**src/rtl/pwm_pkg.sv**
```systemverilog
// Register map, bit positions and address decode helper for the PWM register file.
package pwm_pkg;

    localparam logic [7:0] ADDR_PERIOD     = 8'h00;
    localparam logic [7:0] ADDR_CTRL       = 8'h04;
    localparam logic [7:0] ADDR_PRESCALER  = 8'h08;
    localparam logic [7:0] ADDR_DEADTIME   = 8'h0C;
    localparam logic [7:0] ADDR_STATUS     = 8'h10;
    localparam logic [7:0] ADDR_IRQ_EN     = 8'h14;
    localparam logic [7:0] ADDR_ACT_PERIOD = 8'h18;

    localparam logic [7:0] CH_BASE   = 8'h20;
    localparam int         CH_STRIDE = 8;
    localparam int         CH_SHIFT  = $clog2(CH_STRIDE);

    localparam int CTRL_EN        = 0;
    localparam int CTRL_MODE      = 1;
    localparam int CTRL_PRELOAD   = 2;
    localparam int CTRL_FORCE_UPD = 3;
    localparam int CTRL_PENDING   = 4;

    localparam int STAT_UIF       = 0;
    localparam int STAT_CCIF_BASE = 1;

    typedef struct packed {
        logic       period;
        logic       ctrl;
        logic       prescaler;
        logic       deadtime;
        logic       status;
        logic       irq_en;
        logic       act_period;
        logic       ch_hit;
        logic       ch_ccr;    // 0: CCR_ON, 1: CCR
        logic [4:0] ch_idx;
    } dec_t;

    // Channel slots sit at CH_BASE + CH_STRIDE*n; anything past the last channel decodes to nothing.
    function automatic dec_t decode(input logic [7:0] a, input int num_ch);
        dec_t       d;
        logic [7:0] ch_off;
        d          = '0;
        ch_off     = a - CH_BASE;
        d.period     = (a == ADDR_PERIOD);
        d.ctrl       = (a == ADDR_CTRL);
        d.prescaler  = (a == ADDR_PRESCALER);
        d.deadtime   = (a == ADDR_DEADTIME);
        d.status     = (a == ADDR_STATUS);
        d.irq_en     = (a == ADDR_IRQ_EN);
        d.act_period = (a == ADDR_ACT_PERIOD);
        d.ch_idx     = 5'(ch_off >> CH_SHIFT);
        d.ch_ccr     = a[2];
        d.ch_hit     = (a >= CH_BASE) && (a[1:0] == 2'b00) && (int'(d.ch_idx) < num_ch);
        return d;
    endfunction

endpackage

```
**src/rtl/pwm_shadow_reg.sv**
```systemverilog
// Shadow/active register pair: bus writes hit the shadow, the active copy drives the PWM core.
module pwm_shadow_reg #(
    parameter int W = 32
) (
    input  logic         clk,
    input  logic         rst_n,
    input  logic         wr,
    input  logic [W-1:0] wr_data,
    input  logic         load,
    input  logic         preload,
    output logic [W-1:0] shadow,
    output logic [W-1:0] active
);

    always_ff @(posedge clk or negedge rst_n) begin
        if (!rst_n) begin
            shadow <= '0;
            active <= '0;
        end else begin
            if (wr)
                shadow <= wr_data;
            // NOTE: non-blocking, so a load reads the pre-write shadow when a write lands on the same edge.
            if (load)
                active <= shadow;
            if (wr && !preload)
                active <= wr_data;
        end
    end

endmodule

```
**src/rtl/pwm_regfile_mc.sv**
```systemverilog
// PWM register file: decode, CTRL/STATUS/IRQ_EN, preload transfer control and registered read port.
module pwm_regfile_mc
    import pwm_pkg::*;
#(
    parameter int WIDTH    = 32,
    parameter int NUM_CH   = 4,
    parameter int PS_WIDTH = 16,
    parameter int DT_WIDTH = 16
) (
    input  logic                    clk,
    input  logic                    rst_n,
    input  logic                    wr_en,
    input  logic                    rd_en,
    input  logic [15:0]             addr,
    input  logic [WIDTH-1:0]        wr_data,
    output logic [WIDTH-1:0]        rd_data,
    output logic                    rd_valid,
    input  logic                    update_evt,
    input  logic [NUM_CH-1:0]       cmp_match,
    output logic                    en,
    output logic                    mode,
    output logic [WIDTH-1:0]        period,
    output logic [NUM_CH*WIDTH-1:0] ccr_on,
    output logic [NUM_CH*WIDTH-1:0] ccr,
    output logic [PS_WIDTH-1:0]     prescaler_div,
    output logic [DT_WIDTH-1:0]     deadtime_val,
    output logic                    irq
);

    localparam int SW = NUM_CH + 1;

    dec_t dec;
    logic addr_hi_unused;
    assign dec            = decode(addr[7:0], NUM_CH);
    assign addr_hi_unused = ^addr[15:8];

    logic              preload_q, pending_q;
    logic [SW-1:0]     status_q, irq_en_q;
    logic              wr_period, wr_ps, wr_dt, ctrl_wr, force_upd, xfer, shadow_wr;
    logic [NUM_CH-1:0] wr_ccr_on, wr_ccr;

    assign wr_period = wr_en & dec.period;
    assign wr_ps     = wr_en & dec.prescaler;
    assign wr_dt     = wr_en & dec.deadtime;
    assign ctrl_wr   = wr_en & dec.ctrl;
    assign force_upd = ctrl_wr & wr_data[CTRL_FORCE_UPD];

    always_comb begin
        wr_ccr_on = '0;
        wr_ccr    = '0;
        for (int i = 0; i < NUM_CH; i++) begin
            if (wr_en && dec.ch_hit && dec.ch_idx == 5'(i)) begin
                wr_ccr_on[i] = ~dec.ch_ccr;
                wr_ccr[i]    = dec.ch_ccr;
            end
        end
    end

    assign shadow_wr = wr_period | wr_ps | wr_dt | (|wr_ccr_on) | (|wr_ccr);
    // A pending transfer left over from preload mode is flushed as soon as PRELOAD reads back 0.
    assign xfer = force_upd | (preload_q & update_evt) | (~preload_q & pending_q);

    logic [WIDTH-1:0]    period_sh;
    logic [PS_WIDTH-1:0] ps_sh;
    logic [DT_WIDTH-1:0] dt_sh;
    logic [WIDTH-1:0]    ccr_on_sh [NUM_CH];
    logic [WIDTH-1:0]    ccr_sh    [NUM_CH];

    pwm_shadow_reg #(.W(WIDTH)) u_period (
        .clk(clk), .rst_n(rst_n), .wr(wr_period), .wr_data(wr_data),
        .load(xfer), .preload(preload_q), .shadow(period_sh), .active(period)
    );

    pwm_shadow_reg #(.W(PS_WIDTH)) u_prescaler (
        .clk(clk), .rst_n(rst_n), .wr(wr_ps), .wr_data(wr_data[PS_WIDTH-1:0]),
        .load(xfer), .preload(preload_q), .shadow(ps_sh), .active(prescaler_div)
    );

    pwm_shadow_reg #(.W(DT_WIDTH)) u_deadtime (
        .clk(clk), .rst_n(rst_n), .wr(wr_dt), .wr_data(wr_data[DT_WIDTH-1:0]),
        .load(xfer), .preload(preload_q), .shadow(dt_sh), .active(deadtime_val)
    );

    for (genvar n = 0; n < NUM_CH; n++) begin : g_ch
        pwm_shadow_reg #(.W(WIDTH)) u_ccr_on (
            .clk(clk), .rst_n(rst_n), .wr(wr_ccr_on[n]), .wr_data(wr_data),
            .load(xfer), .preload(preload_q),
            .shadow(ccr_on_sh[n]), .active(ccr_on[n*WIDTH +: WIDTH])
        );
        pwm_shadow_reg #(.W(WIDTH)) u_ccr (
            .clk(clk), .rst_n(rst_n), .wr(wr_ccr[n]), .wr_data(wr_data),
            .load(xfer), .preload(preload_q),
            .shadow(ccr_sh[n]), .active(ccr[n*WIDTH +: WIDTH])
        );
    end

    logic [SW-1:0] status_set, status_clr;
    assign status_set = {cmp_match, xfer};
    assign status_clr = (wr_en && dec.status) ? wr_data[SW-1:0] : '0;

    always_ff @(posedge clk or negedge rst_n) begin
        if (!rst_n) begin
            en        <= 1'b0;
            mode      <= 1'b0;
            preload_q <= 1'b0;
            pending_q <= 1'b0;
            status_q  <= '0;
            irq_en_q  <= '0;
            irq       <= 1'b0;
        end else begin
            if (ctrl_wr) begin
                en        <= wr_data[CTRL_EN];
                mode      <= wr_data[CTRL_MODE];
                preload_q <= wr_data[CTRL_PRELOAD];
            end
            // A write racing the transfer keeps PENDING set: its data is still only in the shadow.
            pending_q <= (pending_q & ~xfer) | (shadow_wr & preload_q);
            // Set terms are OR-ed after the clear mask so a coincident event always survives W1C.
            status_q  <= (status_q & ~status_clr) | status_set;
            if (wr_en && dec.irq_en)
                irq_en_q <= wr_data[SW-1:0];
            irq <= |(status_q & irq_en_q);
        end
    end

    logic [WIDTH-1:0] rd_mux;

    always_comb begin
        rd_mux = '0;
        unique case (1'b1)
            dec.period:     rd_mux = period_sh;
            dec.ctrl:       rd_mux = WIDTH'({pending_q, 1'b0, preload_q, mode, en});
            dec.prescaler:  rd_mux = WIDTH'(ps_sh);
            dec.deadtime:   rd_mux = WIDTH'(dt_sh);
            dec.status:     rd_mux = WIDTH'(status_q);
            dec.irq_en:     rd_mux = WIDTH'(irq_en_q);
            dec.act_period: rd_mux = period;
            default:        rd_mux = '0;
        endcase
        for (int i = 0; i < NUM_CH; i++) begin
            if (dec.ch_hit && dec.ch_idx == 5'(i))
                rd_mux = dec.ch_ccr ? ccr_sh[i] : ccr_on_sh[i];
        end
    end

    always_ff @(posedge clk or negedge rst_n) begin
        if (!rst_n) begin
            rd_data  <= '0;
            rd_valid <= 1'b0;
        end else begin
            rd_valid <= rd_en;
            if (rd_en)
                rd_data <= rd_mux;
        end
    end

endmodule

```
**config.mk**
```make
export PLATFORM = sky130hd
export DESIGN_NAME = pwm_regfile_mc
export DESIGN_NICKNAME = d
export VERILOG_FILES = /design/src/rtl/pwm_pkg.sv /design/src/rtl/pwm_shadow_reg.sv /design/src/rtl/pwm_regfile_mc.sv
export SDC_FILE = /design/constraint.sdc
export NUM_CORES = 1
export LEC_CHECK = 0
export ABC_AREA = 1
export CAP_MARGIN = 20
export CORE_MARGIN = 5
export CORE_UTILIZATION = 40
export DETAILED_ROUTE_END_ITERATION = 8
export GPL_TIMING_DRIVEN = 0
export HOLD_SLACK_MARGIN = 0.15
export PLACE_DENSITY_LB_ADDON = 0.12
export SLEW_MARGIN = 5
export SYNTH_ARGS = -nofsm -noshare
export SYNTH_HDL_FRONTEND = slang
export SYNTH_SLANG_ARGS = --single-unit
export TNS_END_PERCENT = 10
```
**constraint.sdc**
```tcl
create_clock -name clk -period 2.26 [get_ports clk]
set_input_delay 0.452 -clock clk [delete_from_list [all_inputs] [get_ports clk]]
set_output_delay 0.452 -clock clk [all_outputs]
set_load 0.02 [all_outputs]
```
==> summary.md <==
| Metric | Value |
|---|---|
| Number of I/O pins | 413 |
| Die Ht | 292 microns |
| Wire length per cell | 25.6 microns |
| Slew HR | 0.313 |
| Final setup viols | 20 |
| FP Rows | 103 |
| Drc violations | 0 |
| Critical path required time | 2.72 ns |
| Period minus WS final | 2.35 ns |
| RSZ-0062 raised after global routing | true |
| Commonest non-fill, non-tap cell in the layout | nand2_1 |
| Total CTS buffers | 78 |
| Final nets | 4,344 |
| Failing checks | negative hold slack, negative setup slack |
| Routed WL | 138,000 microns |
| Largest net degree at the start of global routing | 108 |
| Clock Skew | 0.0260 ns |
| First-pass GRT wire length | 201,000 microns |
| WS Path Type | register to register |
| Most frequent cells in the layout | 927 x nand2_1, 807 x nand3_1, 688 x dfrtp_1 |
| 1st-iter DRT viols | 3,438 |
| Root Driver | clkbuf_16 |
| Arrival time worst endpoint | 2.81 ns |
| Syn Inst Count | 3,778 |
| Synth cell types | 31 |
| Initial antenna violation count | 8 |
| Fillers | 7,669 |
| Core area | 78,900 sq um |
| Max cap viols | 0 |
| Synth Net Count | 3,837 |
| #FFs+latches synth | 688 |
| Via density | 5.68 |
| Final Hold Fails | 88 |
| Worst Tran Pin Value | 1.03 ns |
| Vias | 30,668 |
| Final Cell Area | 40,200 sq um |
| Register area share after synthesis | 0.541 |
| CTS tree | done |
| Static leakage | 18.7 nW |
| DP Area | 37,400 sq um |
| Initial DRT Pass Iterations | 9 |
| Overall Power | 29.2 mW |
| FF-to-FF path depth | 6 |
| Power density cells | 725 nW/um^2 |
| Setup crit start | preload_q$_DFFE_PN0P_ |
| Die area | 85,300 sq um |
| Port bufs | 402 |
| CTS H-tree depth | 3 |
| Maximum VDD drop | 0.000446 V |
| Layout cells sized above 1 | 0.0885 |
| Clk_lat worst skew | 0.64 ns |
| Mapped cell area | 31,800 sq um |
| Crit end category | register |
| Syn avg cell area | 8.42 sq um |
| CTS max path bufs | 3 |
| RePlAce Congestion | 0.991 |
| Reg2Reg Capture Point | g_ch[1].u_ccr_on.active[19]$_DFFE_PN0P_ |
| Status | finished, violations left |
| Fin util | 0.510 |
| Fin worst setup slack | -0.0882 ns |
| Max Freq | 0.426 GHz |
| Hpwl dp | 108,000 microns |
| Hold_ws | -0.284 ns |
| Share of the cycle needed by the critical path after routing | 1.04 |
| Reg2reg start | preload_q$_DFFE_PN0P_ |
| Hold WC Path Type | input pin to async pin |
| Vias in the first global route | 29,978 |
| Ys Warns | 0 |
| Max-slew violation count | 0 |
| Global Route Usage Sum | 0.313 |
| Sink Count | 688 |
| Die width | 292 microns |
| Initial core utilization | 0.403 |
| Worst-path clk slew | 0.06 ns |
| Post-route ant nets | 0 |
| P&R area growth vs syn | 26.5% |
| Grt ovf | 0 |
| Flop2flop setup slack | -0.09 ns |
| Crit-path max FO | 10 |
| CP startpoint kind | register |
[critical path, stage by stage, from the launching register on]
cell	delay (ns)
dfrtp_1	0.55
inv_1	0.24
buf_2	0.29
nand2_2	0.17
buf_2	0.29
clkbuf_1	0.47
o211ai_1	0.16
[where the power goes]
part	switching, mW	total [mW]	internal, mW
Combinational	2.51	3.74	1.24
Clock	5.33	12.1	6.77
Sequential	0.512	13.4	12.8
[routing by layer]
metal	routed length (microns)	share of wire	global-route usage	vias to the layer above
met5	27	0.00020	0	-
met4	5500	0.040	0.112	4
met3	11800	0.086	0.0604	260
met2	64900	0.47	0.511	1412
met1	56000	0.40	0.420	15111
li1	-	-	-	13881
[registers in the layout, summed over array words and instances (netlist names), 32 cells and up]
signal / count
g_ch.u_ccr.active: 128
g_ch.u_ccr.shadow: 128
g_ch.u_ccr_on.active: 128
g_ch.u_ccr_on.shadow: 128
rd_data: 32
u_period.active: 32
u_period.shadow: 32
[cells in the mapped netlist, drive strengths merged]
cell type / number / share of area
buf: 127 / 0.020
nand4: 11 / 0.0022
o21a: 5 / 0.0012
clkbuf: 208 / 0.025
nor3: 4 / 0.0013
clkinv: 13 / 0.0016
a31oi: 32 / 0.0063
ha: 2 / 0.00079
a221oi: 1 / 0.00028
inv: 217 / 0.026
dfrtp: 688 / 0.54
nand3: 810 / 0.13
nor2: 49 / 0.0081
o21ai: 346 / 0.054
a21oi: 48 / 0.0076
nand2: 940 / 0.11
o211ai: 277 / 0.065
[per-stage QoR]
stage | instances | setup TNS [ns] | hold slack [ns] | setup slack, ns
3_5_place_dp | 5237 | -708.82 | 0.464 | -1.52
2_1_floorplan | 3778 | 0 | 0.156 | 0.0916
4_1_cts | 5389 | 0 | -0.171 | 0.00269
5_1_grt | 5395 | -1.32 | -0.235 | -0.0878
6_report | 5396 | -0.980 | -0.284 | -0.0882
3_3_place_gp | 5230 | - | 0.465 | -31.42
[what timing repair did]
item,CTS,global route
cloned,1,1
pin swaps,7,0
setup buffers,17,0
endpoints found under the setup margin,613,634
gates resized for setup,122,74
hold endpoints to repair,88,88
[kinds of logic (layout without fill, tap and decap cells)]
| logic type | after synthesis | count (layout) | share of synthesized area |
|---|---|---|---|
| adder cells (fa/ha/maj) | 2 | 2 | 0.000786 |
| other | 0 | 6 | 0 |
| flip-flops | 688 | 688 | 0.541 |
| AO/OA/AOI/OAI | 709 | 709 | 0.135 |
| buffers and inverters | 565 | 1127 | 0.0713 |
| AND/OR/NAND/NOR | 1814 | 1814 | 0.252 |
[area by class of cell]
cell class	count	area [sq um]	share of cell area
Buffer	334	1660	0.0411
Clock inverter	20	130	0.00323
Timing Repair Buffer	428	4410	0.110
Antenna cell	6	15.0	0.000373
Tap cell	1050	1310	0.0326
Inverter	230	872	0.0217
Clock buffer	115	2210	0.0549
Sequential cell	688	17200	0.428
Multi-Input combinational cell	2525	12400	0.309
[worst max path at each step]
stage	end	slack, ns	cells past startpoint
floorplan	g_ch[3].u_ccr.active[18]$_DFFE_PN0P_	0.09	13
global placement	g_ch[2].u_ccr.active[25]$_DFFE_PN0P_	-31.42	1
detailed placement	rd_data[30]$_DFFE_PN0P_	-1.52	10
CTS	g_ch[0].u_ccr_on.active[15]$_DFFE_PN0P_	0.003	13
global route	g_ch[1].u_ccr_on.active[16]$_DFFE_PN0P_	-0.09	6
finish	g_ch[1].u_ccr_on.active[19]$_DFFE_PN0P_	-0.09	6
Power figures use the tool's default switching activity.
